<file path="config.mk">
export PLATFORM = sky130hd
export DESIGN_NAME = hazard_ctrl
export DESIGN_NICKNAME = d
export VERILOG_FILES = /design/src/rtl/hazard_ctrl.sv
export SDC_FILE = /design/constraint.sdc
export NUM_CORES = 1
export LEC_CHECK = 0
export CORE_ASPECT_RATIO = 1.1
export CORE_MARGIN = 1
export CORE_UTILIZATION = 47
export CTS_CLUSTER_DIAMETER = 80
export CTS_CLUSTER_SIZE = 30
export DETAILED_ROUTE_END_ITERATION = 10
export PLACE_DENSITY_LB_ADDON = 0.05
export SLEW_MARGIN = 0
export SYNTH_ARGS = -nofsm -noshare
export SYNTH_HDL_FRONTEND = slang
export SYNTH_SLANG_ARGS = --single-unit
</file>
<file path="constraint.sdc">
create_clock -name clk -period 2.2 [get_ports clk]
set_clock_uncertainty 0.2 [all_clocks]
set_input_delay 0.22 -clock clk [delete_from_list [all_inputs] [get_ports clk]]
set_output_delay 0.22 -clock clk [all_outputs]
set_load 0.1 [all_outputs]
</file>
<file path="src/rtl/hazard_ctrl.sv">
// rtl/hazard_ctrl.sv - pipeline hazard, forwarding and halt-drain controller
//
// Purpose:
//   Hazard and sequencing control for a 16-bit 5-stage core (IF/ID/EX/MEM/WB).
//   A two-entry scoreboard (EX, MEM) tracks in-flight writers. From it and the
//   decoded ID instruction the block raises stall/flush/bubble/freeze controls,
//   registers the EX-stage forwarding selects, and sequences the halt drain.
//
// Ports:
//   clk, rst_n                  clock, asynchronous active-low reset
//   id_valid                    ID holds a real instruction
//   id_rs, id_rt                ID source registers
//   id_rs_used, id_rt_used      ID reads the corresponding source
//   id_rd, id_wr_en             ID destination register and its write enable
//   id_is_load, id_halt         ID is a load / is HLT
//   ex_br_taken                 branch resolved taken in EX this cycle
//   mem_busy                    data memory not ready, whole pipeline holds
//   pc_stall, ifid_stall        hold PC / hold IF/ID
//   ifid_flush, idex_bubble     NOP into IF/ID / NOP into ID/EX
//   pipe_freeze                 hold ID/EX, EX/MEM, MEM/WB
//   fwd_a_sel, fwd_b_sel        EX operand source: 00 regfile, 01 EX/MEM, 10 MEM/WB
//   halted                      core has fully halted
module hazard_ctrl #(
  parameter int REG_AW    = 4,
  parameter int DRAIN_CYC = 3,
  parameter int ZERO_REG  = 1
) (
  input  logic              clk,
  input  logic              rst_n,
  input  logic              id_valid,
  input  logic [REG_AW-1:0] id_rs,
  input  logic [REG_AW-1:0] id_rt,
  input  logic              id_rs_used,
  input  logic              id_rt_used,
  input  logic [REG_AW-1:0] id_rd,
  input  logic              id_wr_en,
  input  logic              id_is_load,
  input  logic              id_halt,
  input  logic              ex_br_taken,
  input  logic              mem_busy,
  output logic              pc_stall,
  output logic              ifid_stall,
  output logic              ifid_flush,
  output logic              idex_bubble,
  output logic              pipe_freeze,
  output logic [1:0]        fwd_a_sel,
  output logic [1:0]        fwd_b_sel,
  output logic              halted
);

  localparam int CW = (DRAIN_CYC > 1) ? $clog2(DRAIN_CYC) : 1;

  typedef enum logic [1:0] {
    ST_RUN    = 2'd0,
    ST_DRAIN  = 2'd1,
    ST_HALTED = 2'd2
  } state_t;

  state_t            state_q, state_d;
  logic [CW-1:0]     cnt_q, cnt_d;

  logic              sb_ex_valid_q, sb_ex_valid_d;
  logic [REG_AW-1:0] sb_ex_rd_q, sb_ex_rd_d;
  logic              sb_ex_wr_q, sb_ex_wr_d;
  logic              sb_ex_load_q, sb_ex_load_d;
  logic              sb_mem_valid_q, sb_mem_valid_d;
  logic [REG_AW-1:0] sb_mem_rd_q, sb_mem_rd_d;
  logic              sb_mem_wr_q, sb_mem_wr_d;
  logic              sb_mem_load_q, sb_mem_load_d;

  logic [1:0]        fwd_a_q, fwd_a_d;
  logic [1:0]        fwd_b_q, fwd_b_d;

  function automatic logic match(input logic [REG_AW-1:0] src, input logic used,
                                 input logic v, input logic wr,
                                 input logic [REG_AW-1:0] rd);
    logic zero_blk;
    zero_blk = (ZERO_REG != 0) && (rd == '0);
    return v && wr && used && (rd == src) && !zero_blk;
  endfunction

  logic m_ex_rs, m_ex_rt, m_mem_rs, m_mem_rt;
  logic load_use, halt_go, squash, enter_ex;

  assign m_ex_rs  = match(id_rs, id_rs_used, sb_ex_valid_q, sb_ex_wr_q, sb_ex_rd_q);
  assign m_ex_rt  = match(id_rt, id_rt_used, sb_ex_valid_q, sb_ex_wr_q, sb_ex_rd_q);
  assign m_mem_rs = match(id_rs, id_rs_used, sb_mem_valid_q, sb_mem_wr_q, sb_mem_rd_q);
  assign m_mem_rt = match(id_rt, id_rt_used, sb_mem_valid_q, sb_mem_wr_q, sb_mem_rd_q);

  assign load_use = id_valid & sb_ex_load_q & (m_ex_rs | m_ex_rt);

  // HLT only commits when it actually leaves ID this cycle.
  assign halt_go  = (state_q == ST_RUN) & id_valid & id_halt &
                    ~mem_busy & ~ex_br_taken & ~load_use;

  // Anything that turns the ID slot into a NOP keeps it out of the scoreboard.
  assign squash   = idex_bubble | ifid_flush;
  assign enter_ex = id_valid & ~squash;

  // FSM: state register (also holds scoreboard and forwarding flops)
  always_ff @(posedge clk or negedge rst_n) begin
    if (!rst_n) begin
      state_q        <= ST_RUN;
      cnt_q          <= '0;
      sb_ex_valid_q  <= 1'b0;
      sb_ex_rd_q     <= '0;
      sb_ex_wr_q     <= 1'b0;
      sb_ex_load_q   <= 1'b0;
      sb_mem_valid_q <= 1'b0;
      sb_mem_rd_q    <= '0;
      sb_mem_wr_q    <= 1'b0;
      sb_mem_load_q  <= 1'b0;
      fwd_a_q        <= 2'b00;
      fwd_b_q        <= 2'b00;
    end else begin
      state_q        <= state_d;
      cnt_q          <= cnt_d;
      sb_ex_valid_q  <= sb_ex_valid_d;
      sb_ex_rd_q     <= sb_ex_rd_d;
      sb_ex_wr_q     <= sb_ex_wr_d;
      sb_ex_load_q   <= sb_ex_load_d;
      sb_mem_valid_q <= sb_mem_valid_d;
      sb_mem_rd_q    <= sb_mem_rd_d;
      sb_mem_wr_q    <= sb_mem_wr_d;
      sb_mem_load_q  <= sb_mem_load_d;
      fwd_a_q        <= fwd_a_d;
      fwd_b_q        <= fwd_b_d;
    end
  end

  // FSM: next-state
  always_comb begin
    state_d = state_q;
    cnt_d   = cnt_q;
    case (state_q)
      ST_RUN: begin
        if (halt_go) begin
          state_d = ST_DRAIN;
          cnt_d   = CW'(DRAIN_CYC - 1);
        end
      end
      ST_DRAIN: begin
        if (!mem_busy) begin
          if (cnt_q == '0) state_d = ST_HALTED;
          else             cnt_d   = cnt_q - CW'(1);
        end
      end
      default: ;
    endcase
  end

  // Scoreboard shift and registered forwarding selects; both hold on freeze.
  always_comb begin
    sb_ex_valid_d  = sb_ex_valid_q;
    sb_ex_rd_d     = sb_ex_rd_q;
    sb_ex_wr_d     = sb_ex_wr_q;
    sb_ex_load_d   = sb_ex_load_q;
    sb_mem_valid_d = sb_mem_valid_q;
    sb_mem_rd_d    = sb_mem_rd_q;
    sb_mem_wr_d    = sb_mem_wr_q;
    sb_mem_load_d  = sb_mem_load_q;
    fwd_a_d        = fwd_a_q;
    fwd_b_d        = fwd_b_q;
    if (!mem_busy) begin
      sb_mem_valid_d = sb_ex_valid_q;
      sb_mem_rd_d    = sb_ex_rd_q;
      sb_mem_wr_d    = sb_ex_wr_q;
      sb_mem_load_d  = sb_ex_load_q;
      sb_ex_valid_d  = enter_ex;
      sb_ex_rd_d     = id_rd;
      sb_ex_wr_d     = id_wr_en;
      sb_ex_load_d   = id_is_load;
      // EX match is checked first so the youngest producer wins.
      fwd_a_d = !enter_ex ? 2'b00 : m_ex_rs ? 2'b01 : m_mem_rs ? 2'b10 : 2'b00;
      fwd_b_d = !enter_ex ? 2'b00 : m_ex_rt ? 2'b01 : m_mem_rt ? 2'b10 : 2'b00;
    end
  end

  // FSM: outputs. Held at 0 while reset is asserted regardless of inputs.
  always_comb begin
    pc_stall    = 1'b0;
    ifid_stall  = 1'b0;
    ifid_flush  = 1'b0;
    idex_bubble = 1'b0;
    pipe_freeze = 1'b0;
    halted      = 1'b0;
    if (rst_n) begin
      if (mem_busy) begin
        pipe_freeze = 1'b1;
        pc_stall    = 1'b1;
        ifid_stall  = 1'b1;
      end else if (ex_br_taken) begin
        ifid_flush  = 1'b1;
        idex_bubble = 1'b1;
      end else if (load_use) begin
        pc_stall    = 1'b1;
        ifid_stall  = 1'b1;
        idex_bubble = 1'b1;
      end
      // Once HLT has left ID, fetch stays shut until reset.
      if (state_q != ST_RUN) begin
        pc_stall   = 1'b1;
        ifid_flush = 1'b1;
      end
      halted = (state_q == ST_HALTED);
    end
  end

  assign fwd_a_sel = fwd_a_q;
  assign fwd_b_sel = fwd_b_q;

endmodule

</file>
==> summary.md, run 1 <==
| Metric | Value |
|---|---|
| Critical path's slowest cell | `dfrtp_2` |
| Status | `finished, violations left` |
| Detailed-route via count | `between 1000 and 1500` |
| Largest net degree at the start of global routing | `22` |
| Core outline area | `approximately 2300 um2` |
| Remaining design rule violation count | `0` |
| Critical path endpoint category | `primary output` |
| Drt initial violations | `29` |
| Detailed route wirelength on metal3 | `~130 um` |
| Placement-stage cell area | `~1700 um2` |
| Number of global-route vias before repair | `between 1000 and 1500` |
| Routed length per placed instance | `roughly 16 um` |
| Clock input transition at the sequential cells of the worst setup and hold paths | `roughly 0.13 ns` |
| Required time of the worst setup path | `1.78 ns` |
| Synth area leader | `dfrtp_1` |
| Unrepaired setup endpoints after global routing | `true` |
| Worst slack after detailed placement | `-0.1576 ns` |
| Routability-driven placement congestion ratio | `around 0.80` |
| HPWL reported at the end of detailed placement | `around 2.3 mm` |
| Number of vias per cell after detailed routing | `around 5.6` |
| Source-to-sink clock delay at the later pin of the worst-skew pair | `~0.32 ns` |
| Part of the power in the clock network | `about 16%` |
| Multi-input gate area | `726.9 um2` |
| Minimum clock period after layout | `~2.5 ns` |
| Failing checks | `setup timing` |
| Setup Viol. Count Final | `3` |
| Critical path cell sequence | `xor2_1, nor3_2, buf_4, a22o_4, a31oi_4, a21oi_2, buf_12` |
| Area overhead of the layout relative to synthesis | `54.47%` |
| Count of pins on the block boundary | `32` |
| Number of buffers created by CTS | `3` |
| Final number of max-transition violations | `0` |
| Filler Cell Count | `roughly 160` |
| Static leakage | `approximately 0.78 nW` |
| Count of port buffers added during placement | `31` |
| Dominant cells by area after synthesis | `dfrtp_1 44%, mux2_2 9.4%, xor2_1 8.7%` |
| Max Fclk | `between 400 and 500 MHz` |
| Combinational power share | `between 40% and 50%` |
| Final period util | `112.1%` |
| Number of buffers on the longest clock path | `2` |
| DIE WIDTH | `roughly 50 um` |
| Layout cells sized above 1 | `39.63%` |
| Initial antenna violation count | `0` |
| GRT Overall Usage | `24.32%` |
| Critical path arrival | `2.05 ns` |
| Proportion of power drawn by flip-flops and latches | `~42%` |
| Pint | `roughly 0.00075 W` |
| Floorplan die area | `2768 um2` |
| Actual slew at the worst max-slew pin | `around 0.57 ns` |
| Finished layout cell area | `roughly 1900 um2` |
| Post-route worst setup slack | `-0.2662 ns` |
| Storage cell area | `approximately 530 um2` |
| Cell at the root of the clock tree | `clkbuf_4` |
| Initial Util | `roughly 51%` |
| Slew headroom | `about 62%` |
| Reported max-cap violation count | `0` |
| Share of total power consumed by net switching | `39.48%` |
| CP max stage delay | `~0.48 ns` |
| Htree depth | `1` |
| Power density over the cells | `664.1 nW/um2` |
| Max VDD drop | `between 0.5 and 0.6 mV` |
| Critical Path Source Type | `flip-flop` |
| Aggregate routed wire length | `around 3.2 mm` |
| Height of the die | `approximately 55 um` |
| Final worst hold slack | `approximately 0.05 ns` |
| Clock tree from TritonCTS | `yes` |
| Count of nets left with antenna violations after detail routing | `0` |
| Highest layer used for signal routing | `met4` |
| Class of the most critical hold timing path | `input pin to async pin` |
| Area share of the leading cell type in the synthesized netlist | `a little over two fifths` |
| Netlist area before placement | `~1200 um2` |
| Final core utilization | `about four fifths` |
| Met2 wire length | `1.726 mm` |
| WS Path Type | `flip-flop to primary output` |
| Number of distinct library cell variants in the gate-level netlist after synthesis | `33` |
| Critical path fanouts, max | `4` |
| Fin. Hold Viols | `0` |
| Clock sink count | `21` |
| Switching power | `0.0004876 W` |
| Number of cell rows | `18` |
| Total Nets Final | `between 150 and 200` |
| Total inserted antenna cells | `0` |
| Syn nets | `between 100 and 150` |
| Gate count of the mapped netlist | `between 100 and 150` |
| First-pass GRT wire length | `a little under 5 mm` |
| Number of synthesis warnings | `0` |
| #FFs+latches synth | `21` |
| First-pass DRT Iterations | `4` |
| Seq/Total Area, Yosys | `a little over two fifths` |
| Metal1 wirelength | `approximately 1.2 mm` |
| Overflow after GRT | `0` |
| Syn Area/Cell | `approximately 11 um2` |
[power groups by stage]
stage	registers (W)	clock network, W	logic, W
global placement	0.000515	0	0.000462
floorplan	0.000504	0	0.000307
CTS	0.000519	0.000201	0.000495
global route	0.000528	0.000217	0.000542
finish	0.000524	0.000202	0.000510
detailed placement	0.000525	0	0.000482
[state kept, by name (all words and copies together) (netlist names)]
name            cells
state_q             2
sb_ex_valid_q       1
sb_mem_valid_q      1
fwd_b_sel           2
sb_mem_rd_q         4
sb_ex_rd_q          4
sb_mem_wr_q         1
cnt_q               2
sb_ex_wr_q          1
fwd_a_sel           2
sb_ex_load_q        1
[routing by layer]
metal  vias up  GRT usage, %
li1        500             -
met1       533         24.36
met2        45         49.33
met3        11         3.005
met4         0         13.33
met5         -             0
[worst max-delay path, delay by kind of cell, from the launching register on]
| kind | cells | cell delay, ns |
|---|---|---|
| xor gates and xnor gates | 1 | 0.17 |
| buffers and inverters | 2 | 0.36 |
| AOI/OAI and AO/OA | 3 | 0.45 |
| DFF | 1 | 0.48 |
| and+or+nand+nor | 1 | 0.25 |
[area by class of cell]
cell class / count / area share, %
clock buffers: 3 / 1.211
clock inverters: 1 / 0.4038
inverters: 7 / 1.413
multi-input cells: 82 / 39.10
flip-flops and latches: 21 / 28.53
well taps: 30 / 2.019
repair buffers: 50 / 27.32
[metrics by stage]
step                instances   power, W  TNS, ns
global placement          185  0.0009772  -0.2083
detailed placement        185   0.001007  -0.3287
finish                    194   0.001235  -0.6639
floorplan                 112  0.0008103  -0.9207
CTS                       193   0.001215  -0.5391
global route              194   0.001286  -0.9416
[Yosys cell counts]
master,n
nor4b_1,1
o21ai_1,2
nor2_1,5
xor2_1,12
mux2_1,2
nor3_1,3
a311oi_1,1
a21oi_1,2
a21o_1,1
a31o_1,1
nor4_2,1
a211oi_4,1
dfrtp_1,21
or4_1,1
nand4_1,3
a22o_4,1
nor3_2,3
a31oi_1,1
o41ai_2,1
ha_1,1
and2_1,1
mux2_2,10
o31ai_1,3
clkbuf_1,1
a41oi_2,1
nand3_1,6
nand2b_1,1
buf_1,1
o31a_1,1
and2_4,1
nand2_1,11
xnor2_1,4
inv_1,7
[cells by family after synthesis]
logic type | Yosys count | synth area share [%]
flops | 21 | 43.66
xor+xnor | 16 | 11.64
simple gates | 37 | 16.95
mux | 12 | 11.23
compound gates | 16 | 12.68
buf+inv | 9 | 2.806
fa+ha+maj | 1 | 1.039
[worst paths after layout]
path / start / slack (ns) / cells past startpoint / end
setup reg to reg: sb_ex_rd_q[0] / 0.14 / 6 / fwd_b_sel[0]
setup / recovery: sb_ex_rd_q[1] / -0.27 / 7 / pc_stall
min in group clk: id_rs_used / 0.28 / 3 / fwd_a_sel[1]
max in group asynchronous: rst_n / 1.51 / 2 / sb_ex_rd_q[2]
hold / removal: rst_n / 0.05 / 2 / state_q[1]
hold reg to reg: fwd_a_sel[0] / 0.32 / 2 / fwd_a_sel[0]
[layout by cell type (no fill, tap or decap), types with 2 or more instances in the layout]
cell and instances:
a21oi_2 2, inv_1 7, xor2_1 10, mux2_2 10, o31ai_1 3, clkbuf_4 3, nand2_1 11, nor3_4 2
nand4_1 3, dfrtp_2 4, mux2_1 2, xnor2_1 4, nor3_1 2, clkdlybuf4s50_1 21, o21ai_1 2, buf_4 23
dfrtp_1 17, nor2_1 4, nor3_2 2, xor2_2 2, nand3_1 5, buf_12 5
[timing repair]
action / CTS / global route
hold endpoints to repair: 0 / 0
endpoints found under the setup margin: 3 / 3
hold buffers: 0 / 0
pin swaps: 5 / 7
gates resized for setup: 6 / 7
setup buffers: 4 / 1
No activity file was read; power rests on OpenSTA's default activity.
==> run 2, diff against run 1 <==
--- a/config.mk
+++ b/config.mk
@@ -12,6 +12,7 @@
 export CTS_CLUSTER_SIZE = 30
 export DETAILED_ROUTE_END_ITERATION = 10
 export PLACE_DENSITY_LB_ADDON = 0.05
+export REMOVE_ABC_BUFFERS = 1
 export SLEW_MARGIN = 0
 export SYNTH_ARGS = -nofsm -noshare
 export SYNTH_HDL_FRONTEND = slang
==> summary.md, run 2 (same netlist as run 1, synthesis figures left out) <==
| Metric | Value |
|---|---|
| Source-to-sink clock delay at the later pin of the worst-skew pair | `between 0.3 and 0.4 ns` |
| Critical path endpoint category | `primary output` |
| Final number of max-transition violations | `0` |
| Critical Path Source Type | `flip-flop` |
| Critical path fanouts, max | `5` |
| Count of port buffers added during placement | `31` |
| Reported max-cap violation count | `0` |
| Storage cell area | `approximately 530 um2` |
| Failing checks | `setup timing` |
| Number of global-route vias before repair | `1032` |
| Post-route worst setup slack | `-0.2223 ns` |
| Detailed-route via count | `between 1000 and 1500` |
| Layout cells sized above 1 | `37.13%` |
| Height of the die | `between 50 and 60 um` |
| Largest net degree at the start of global routing | `22` |
| GRT Overall Usage | `23.51%` |
| Quantity of hold-fixing buffers added after cts | `0` |
| Clock sink count | `21` |
| Routed length per placed instance | `around 15 um` |
| Actual slew at the worst max-slew pin | `0.6372 ns` |
| Worst slack after detailed placement | `-0.1072 ns` |
| WS Path Type | `flip-flop to primary output` |
| Drt initial violations | `16` |
| Static leakage | `between 0.7 and 0.8 nW` |
| Part of the power in the clock network | `15.8%` |
| Number of cell rows | `18` |
| Minimum clock period after layout | `about 2.4 ns` |
| Non-filler cells in the finished layout | `197` |
| Combinational power share | `about two fifths` |
| Max Fclk | `approximately 410 MHz` |
| Final period util | `110.1%` |
| Post-route total power | `around 0.0012 W` |
| Power density over the cells | `between 600 and 700 nW/um2` |
| Number of buffers created by CTS | `3` |
| Share of total power consumed by net switching | `roughly two fifths` |
| Floorplan die area | `roughly 2800 um2` |
| Setup Viol. Count Final | `8` |
| Required time of the worst setup path | `1.78 ns` |
| Number of buffers on the longest clock path | `2` |
| Critical path cell sequence | `xor2_1, nor3_2, nand3_2, a311oi_2, buf_4, buf_12` |
| Number of vias per cell after detailed routing | `around 5.5` |
| Total inserted antenna cells | `0` |
| First-pass DRT Iterations | `4` |
| Final core utilization | `between 70% and 80%` |
| Critical path's slowest cell | `dfrtp_2` |
| Count of pins on the block boundary | `32` |
| Cell at the root of the clock tree | `clkbuf_4` |
| Global-route track usage on met3 | `roughly 4.4%` |
| Count of nets left with antenna violations after detail routing | `0` |
| Htree depth | `1` |
| Met1 usage | `24.45%` |
| HPWL reported at the end of detailed placement | `approximately 2.1 mm` |
| Aggregate routed wire length | `between 2 and 3 mm` |
| Overflow after GRT | `0` |
| Fin. Hold Viols | `0` |
| Area overhead of the layout relative to synthesis | `51.77%` |
| First-pass GRT wire length | `between 4 and 5 mm` |
| Initial Util | `slightly above 50%` |
| DIE WIDTH | `between 50 and 60 um` |
| Final worst hold slack | `around 0.078 ns` |
| Most used cells in the layout excluding fill and tap cells | `26 x buf_4, 21 x clkdlybuf4s50_1, 17 x dfrtp_1` |
| Total Nets Final | `191` |
| Pint | `0.0007389 W` |
| Critical path arrival | `roughly 2 ns` |
| Switching power | `0.0004581 W` |
| Remaining design rule violation count | `0` |
| Max VDD drop | `approximately 0.53 mV` |
| Post-Place Cells | `roughly 190` |
| Initial antenna violation count | `0` |
| Routability-driven placement congestion ratio | `just under 0.9` |
| CP max stage delay | `~0.48 ns` |
| Filler Cell Count | `about 170` |
| Largest registers | `sb_ex_rd_q: 4 flops, sb_mem_rd_q: 4 flops` |
| Clock tree from TritonCTS | `yes` |
| Most common cell after layout, fill and taps aside | `buf_4` |
| Class of the most critical hold timing path | `input pin to async pin` |
| Unrepaired setup endpoints after global routing | `true` |
| Gr busiest metal | `met2` |
| Status | `finished, violations left` |
| Met2 track demand over resource | `44.44%` |
| Slew headroom | `between 50% and 60%` |
| Clock input transition at the sequential cells of the worst setup and hold paths | `about 0.12 ns` |
| Core outline area | `between 2000 and 2500 um2` |
| Proportion of power drawn by flip-flops and latches | `a little over two fifths` |
| Multi-input gate area | `between 600 and 700 um2` |
[run 2: cell types whose count changed in the layout (fill, tap and decap cells not counted), moves of 2 or more]
cell and change:
buf_4 +3, nor3_4 -2, xor2_2 -2, xor2_1 +2
[run 2: per-layer routing]
| layer | part of all wire [%] | vias to the layer above |
|---|---|---|
| li1 | - | 515 |
| met1 | 40 | 506 |
| met2 | 52 | 51 |
| met3 | 5.3 | 6 |
| met4 | 2.3 | 0 |
| met5 | 0 | - |
[run 2: final cells by class]
cell class / instances / area share, %
Multi-Input combinational cell: 82 / 37.19
Sequential cell: 21 / 29.04
Timing Repair Buffer: 53 / 28.77
Tap cell: 30 / 2.055
Inverter: 7 / 1.438
Clock buffer: 3 / 1.233
Clock inverter: 1 / 0.2740
[run 2: worst max-delay path, delay by kind of cell, from the launching register on]
| family | cells | cell delay (ns) |
|---|---|---|
| DFF | 1 | 0.48 |
| xor gates and xnor gates | 1 | 0.18 |
| and+or+nand+nor | 2 | 0.48 |
| buffers and inverters | 2 | 0.32 |
| AOI/OAI and AO/OA | 1 | 0.23 |
[run 2: timing repair]
| action | in CTS | in global routing |
|---|---|---|
| pin swaps | 9 | 1 |
| endpoints found under the setup margin | 3 | 8 |
| setup buffers | 6 | 0 |
| resized for setup | 7 | 2 |
[run 2: metrics by stage]
step           TNS [ns]  area, um2
3_5_place_dp    -0.2123       1714
3_3_place_gp    -0.1073       1714
6_report        -0.9008       1827
5_1_grt          -1.686       1827
2_1_floorplan    -3.980       1196
4_1_cts         -0.4136       1815
[run 2: power by group through the flow]
stage,Clock [W],Combinational [W],Sequential (W)
global route,0.000213,0.000524,0.000522
floorplan,0,0.000292,0.000502
CTS,0.000192,0.000490,0.000512
global placement,0,0.000455,0.000512
finish,0.000189,0.000494,0.000513
detailed placement,0,0.000476,0.000517
[run 2: path summary, 6_finish.rpt]
| path | slack (ns) | start | cells past startpoint | end |
|---|---|---|---|---|
| worst max-delay path | -0.22 | sb_ex_rd_q[2] | 6 | idex_bubble |
| worst min-delay path | 0.08 | rst_n | 2 | state_q[1] |
| worst max register to register | -0.07 | sb_ex_rd_q[1] | 9 | fwd_b_sel[1] |
| worst min register to register | 0.30 | fwd_a_sel[1] | 2 | fwd_a_sel[1] |
| max in group asynchronous | 1.49 | rst_n | 2 | sb_ex_rd_q[1] |
| min in group clk | 0.30 | id_rd[3] | 2 | sb_ex_rd_q[3] |
